[src/rtl/async_rst_sync_recover_block.sv]
// Purpose : conditions a reset request into a glitch-stretched, clean reset on clk_50m.
// Latency : rst rises SYNC_STAGES edges after rst_in is sampled high; it falls after
//           RELEASE_CYCLES consecutive low samples of the synchronised request.
// Backpressure: none; free-running, every edge updates state.
//
// Ports
//   clk_50m    : sole clock, all state updates on its rising edge
//   rst_in     : reset request, synchronous, active-high
//   rst        : registered conditioned reset, active-high
//   rst_n      : registered complement of rst
//   rst_done   : one-cycle pulse in the cycle after rst falls
//   rst_events : saturating count of rst rising transitions
module async_rst_sync_recover_block #(
    parameter int SYNC_STAGES    = 2,   // legal 2..4
    parameter int RELEASE_CYCLES = 8    // legal 1..255
) (
    input  logic       clk_50m,
    input  logic       rst_in,
    output logic       rst,
    output logic       rst_n,
    output logic       rst_done,
    output logic [7:0] rst_events
);

    localparam logic [7:0] REL_CNT  = 8'(RELEASE_CYCLES);
    localparam logic [7:0] REL_LAST = 8'(RELEASE_CYCLES - 1);

    // Power-up values: the chain starts full of ones so the block comes up in
    // reset and releases on its own once the request has been seen low long enough.
    logic [SYNC_STAGES-1:0] sync_q       = '1;
    logic [SYNC_STAGES-1:0] sync_d;
    logic                   rst_q        = 1'b1;
    logic                   rst_d;
    logic                   rst_n_q      = 1'b0;
    logic                   rst_n_d;
    logic [7:0]             low_cnt_q    = 8'd0;
    logic [7:0]             low_cnt_d;
    logic                   rst_done_q   = 1'b0;
    logic                   rst_done_d;
    logic [7:0]             rst_events_q = 8'd0;
    logic [7:0]             rst_events_d;

    logic                   rst_sync;

    assign rst_sync = sync_q[SYNC_STAGES-1];

    always_comb begin
        sync_d       = {sync_q[SYNC_STAGES-2:0], rst_in};
        rst_d        = rst_q;
        low_cnt_d    = low_cnt_q;

        if (rst_sync) begin
            // A high sample always wins, including on the edge where the
            // release count would otherwise have completed.
            rst_d     = 1'b1;
            low_cnt_d = 8'd0;
        end else if (rst_q) begin
            if (low_cnt_q >= REL_LAST) begin
                // This edge takes the RELEASE_CYCLES-th consecutive low sample.
                rst_d     = 1'b0;
                low_cnt_d = REL_CNT;
            end else begin
                low_cnt_d = low_cnt_q + 8'd1;
            end
        end

        rst_n_d      = ~rst_d;
        rst_done_d   = rst_q & ~rst_d;

        rst_events_d = rst_events_q;
        if (!rst_q && rst_d && (rst_events_q != 8'hFF)) begin
            rst_events_d = rst_events_q + 8'd1;
        end
    end

    // rst_in reaches this block only through the synchroniser chain; the
    // chain and the event counter are never cleared by it.
    always_ff @(posedge clk_50m) begin
        sync_q       <= sync_d;
        rst_q        <= rst_d;
        rst_n_q      <= rst_n_d;
        low_cnt_q    <= low_cnt_d;
        rst_done_q   <= rst_done_d;
        rst_events_q <= rst_events_d;
    end

    assign rst        = rst_q;
    assign rst_n      = rst_n_q;
    assign rst_done   = rst_done_q;
    assign rst_events = rst_events_q;

endmodule

[config.mk]
export PLATFORM = sky130hd
export DESIGN_NAME = async_rst_sync_recover_block
export DESIGN_NICKNAME = d
export VERILOG_FILES = /design/src/rtl/async_rst_sync_recover_block.sv
export SDC_FILE = /design/constraint.sdc
export NUM_CORES = 1
export LEC_CHECK = 0
export ABC_AREA = 0
export BUFFER_PORTS_ARGS = -buffer_cell sky130_fd_sc_hd__buf_2
export CORE_MARGIN = 10
export CORE_UTILIZATION = 34
export DETAILED_ROUTE_END_ITERATION = 10
export GPL_ROUTABILITY_DRIVEN = 0
export PLACE_DENSITY_LB_ADDON = 0.2
export SYNTH_ARGS = -nofsm -noshare
export SYNTH_HDL_FRONTEND = slang
export SYNTH_SLANG_ARGS = --single-unit
[constraint.sdc]
create_clock -name clk_50m -period 5.1 [get_ports clk_50m]
set_input_delay 0.765 -clock clk_50m [delete_from_list [all_inputs] [get_ports clk_50m]]
set_output_delay 0.765 -clock clk_50m [all_outputs]
set_load 0.03 [all_outputs]
Word level (Yosys, flattened, before mapping)
Index checks and enable logic that the tools add are counted.
{"block": "word_totals", "reg_bits": 21, "input_bits": 2, "out_inout_bits": 11, "wordCells": 19}
{"block": "op_classes", "addsub": 2, "n_lt_le_gt_ge": 1, "n_eq_ne": 1, "n_mux": 4, "bitwise": 2, "n_reduce_logical": 3}
{"cell": "8-bit by 1-bit adder with 8-bit output (second input constant)", "n": 2}
{"cell": "8-bit by 3-bit >= comparator with 1-bit output (second input constant)", "n": 1}
{"cell": "8-bit two-way mux", "n": 1}
{"cell": "8-bit != test (second input constant)", "n": 1}
{"cell": "1-bit two-way mux", "n": 3}
{"cell": "1-bit logical AND", "n": 2}
{"cell": "1-bit AND", "n": 1}
{"cell": "1-bit logical NOT", "n": 1}
{"cell": "1-bit inverter", "n": 1}

Depth between registers and ports, before layout
{"block": "logic_depth", "ltp_word": 6, "depth_mapped": 4, "ltp_nobuf": 4}

Least setup slack after synthesis
No wires, ideal clock.
{"block": "synth_path", "path_type": "reg-to-reg", "from": "register rst_events_q[0], in the netlist rst_events[0]", "to": "register rst_events_q[0], in the netlist rst_events[0] (enable)", "setup_ns": 0.378, "arrival_ns": 1.448, "required_time_ns": 4.722, "path_slack_ns": 3.274, "path_stages_with_launch": 3, "path_buffers": 0, "period_less_slack_ns": 1.826, "cell_sequence": "edfxtp_1 -> ha_1 -> a41oi_1"}
{"block": "synth_via", "elab_chain_len": 2}
{"item": "start, declared", "line": "40", "text": "logic [7:0] rst_events_q = 8'd0;"}
{"item": "start signal, assigned", "line": "84", "text": "rst_events_q <= rst_events_d;"}
{"item": "8-bit != test", "line": "71", "text": "if (!rst_q && rst_d && (rst_events_q != 8'hFF)) begin"}
{"item": "1-bit logical AND", "line": "71"}
Every way passes these cells.
A chain may end at the register's enable or synchronous reset.

Worst setup path in the final report
{"block": "layout_path", "from": "register rst_q, in the netlist rst", "to": "output rst"}
{"item": "start, declared", "line": "32", "text": "logic rst_q = 1'b1;"}
{"item": "start signal, assigned", "line": "80", "text": "rst_q <= rst_d;"}
{"item": "end, declared", "line": "19", "text": "output logic rst,"}
No word-level cell between the ends.

==> flow_metrics.tcl <==
set metrics [dict create \
    cts_resized 0 \
    critPathMaxStageDelay_ns 0.56 \
    synth_common_cells "13 x dfxtp_1, 8 x edfxtp_1, 5 x a21oi_1, 5 x xnor2_1, 4 x nand3_1" \
    grt_usage_pct 6.30 \
    p_leak_nw 0.352 \
    final_nets 83 \
    rsz0062_at_grt "no" \
    grt_pass1_wl_um 2170 \
    max_freq_mhz 527 \
    required_ns 4.34 \
    synth_area_per_cell_um2 12.5 \
    power_density_nw_per_um2 297 \
    fp.coreArea_um2 2230 \
    wirelength_um 1340 \
    synth_cell_types 23 \
    seq_area_frac_synth_pct 62.7 \
    grt_max_degree 14 \
    start_util_pct 35.7 \
    maxCapViolCount 0 \
    cp_slowest_cell "dfxtp_1" \
    die_w_um 68.5 \
    grt_antenna_before_repair 0 \
    cts.clk_slew.worst_paths_ns 0.11 \
    via_count 506 \
    routedWlPerCell_um 12.6 \
    area_delta_synth_final_pct 14.3 \
    utilization_pct 40.8 \
    clock_path_buffers 2 \
    antenna_cells 0 \
    final_antenna_net_count 0 \
    status "finished clean" \
    r2r-start "rst_events[0]" \
    startpoint "rst" \
    cp_max_fo 13 \
    cp-start-kind "flop" \
    synthTopCellsByArea "dfxtp_1 33%, edfxtp_1 30%, xnor2_1 5.5%" \
    fp.dieH_um 68.5 \
    first_pass_iters 4 \
    cts_tree "built" \
    worst_slew_pin_slew_ns 0.872 \
    r2r-end "rst_events[3]" \
    synth_edf_count 8 \
    post-route-min-period_ns 1.90 \
    endpoint_kind "output pin" \
    syn_nets 68 \
    fin_ws_ns 3.20 \
    portBuffers 12 \
    worst_ep_arrival_time_ns 1.13 \
    netlist_area_um2 798 \
    reg2reg_slack_ns 3.21 \
    path_buf_inv 1 \
    yosys_warnings 0 \
    drt-initial-drc-count 12 \
    pre_cts_slack_ns 3.19 \
    dp_hpwl_um 985 \
    viasPerCell 4.77 \
    insertion_delay_ns 0.29 \
    grt_overflow 0 \
    path_cells "buf_2" \
    setup_viol 0 \
    dieArea_um2 4690 \
    synth.most_common_cell "dfxtp_1" \
    htree_levels 1 \
    tns_ns 0 \
    synth_flop_cell "dfxtp_1" \
    synth-seq-cells 21 \
    instances_no_fill 106 \
    grt_pass1_vias 480 \
    cp_num_cells 1 \
    syn_inst 64 \
    dp_cells 102 \
    ir_drop_mv 0.172 \
    clock_skew_ns 0.00433 \
    drive_above_1_share_pct 23.1 \
    cts-hold-fix-buffers 0 \
    hold_viol 0 \
    final.period_utilization_pct 37.2 \
    drcViolationCount 0 \
    clock_sinks 21 \
    numCtsBuffers 3 \
    row_count 17 \
    io_pins 13 \
    report.final.slew_viol_count 0 \
    yosys.area.top_type "dfxtp_1" \
    hold_class "reg -> reg" \
    relSlewSlack_pct 41.1 \
    cp_top_family "flip-flops" \
    cts-root-buf "clkbuf_4" \
    ys_async_sr_fraction_pct 0 \
    synth_top_area_share_pct 32.6 \
    crit_type "reg -> out" \
    rr_worst_depth 2 \
    post-cts-setup-buffers 0 \
    worstSetupEndpoint "rst" \
]
## flip-flops by register name, indices dropped and copies added, names as in the netlist
name / cells
low_cnt_q: 8
rst_events: 8
sync_q: 2
rst: 1
rst_done: 1
rst_n: 1
## how the worst min path moves through the flow
stage	start	slack, ns	cells after the start	end
2_1_floorplan	sync_q[0]	0.31	0	sync_q[1]
3_3_place_gp	sync_q[0]	0.31	0	sync_q[1]
3_5_place_dp	sync_q[0]	0.32	0	sync_q[1]
4_1_cts	sync_q[0]	0.34	0	sync_q[1]
5_1_grt	sync_q[0]	0.35	0	sync_q[1]
6_report	sync_q[0]	0.34	0	sync_q[1]
## cell type report
type / instances / area [um^2]
Timing Repair Buffer: 12 / 60.1
Inverter: 1 / 3.75
Multi-Input combinational cell: 40 / 287
Fill cell: 238 / 1320
Clock buffer: 4 / 26.3
Tap cell: 28 / 35.0
Sequential cell: 21 / 500
## cell families (layout without fill, tap and decap cells)
group           Yosys count  in the layout  share of synthesized area, %
compound gates            9              9                          7.05
xor+xnor                  6              6                          6.58
fa+ha+maj                 2              2                          3.13
buf+inv                   3             17                          1.41
flops                    21             21                          62.7
simple gates             23             23                          19.1
## placed cells by master, fill, tap and decap left out, drive strengths merged, types with 3 or more instances in the layout
cell,Yosys,routed
clkbuf,2,4
edfxtp,8,8
a21oi,5,5
nand3,4,4
xnor2,5,5
nand2b,3,3
buf,0,12
and2,5,5
dfxtp,13,13
## per-stage QoR
| step | cell area (um^2) | hold slack, ns | total power (W) |
|---|---|---|---|
| after CTS | 912 | 0.343 | 0.000277 |
| after global placement | 886 | 0.312 | 0.000198 |
| after floorplan | 798 | 0.310 | 0.000195 |
| final | 912 | 0.339 | 0.000271 |
| after detailed placement | 886 | 0.316 | 0.000199 |
| after global routing | 912 | 0.346 | 0.000284 |
## metal layers
| layer | track usage, % | vias to the layer above | part of all wire, % |
|---|---|---|---|
| met3 | 2.61 | 2 | 7.1 |
| met5 | 0 | - | 0 |
| met4 | 4.52 | 0 | 1.3 |
| met1 | 7.33 | 231 | 48 |
| met2 | 9.10 | 13 | 44 |
| li1 | - | 260 | - |
## power breakdown
part | switching (W) | internal [W]
Sequential | 0.00000464 | 0.000178
Combinational | 0.00000627 | 0.00000576
Clock | 0.0000464 | 0.0000304
(Power assumes the default switching activity.)
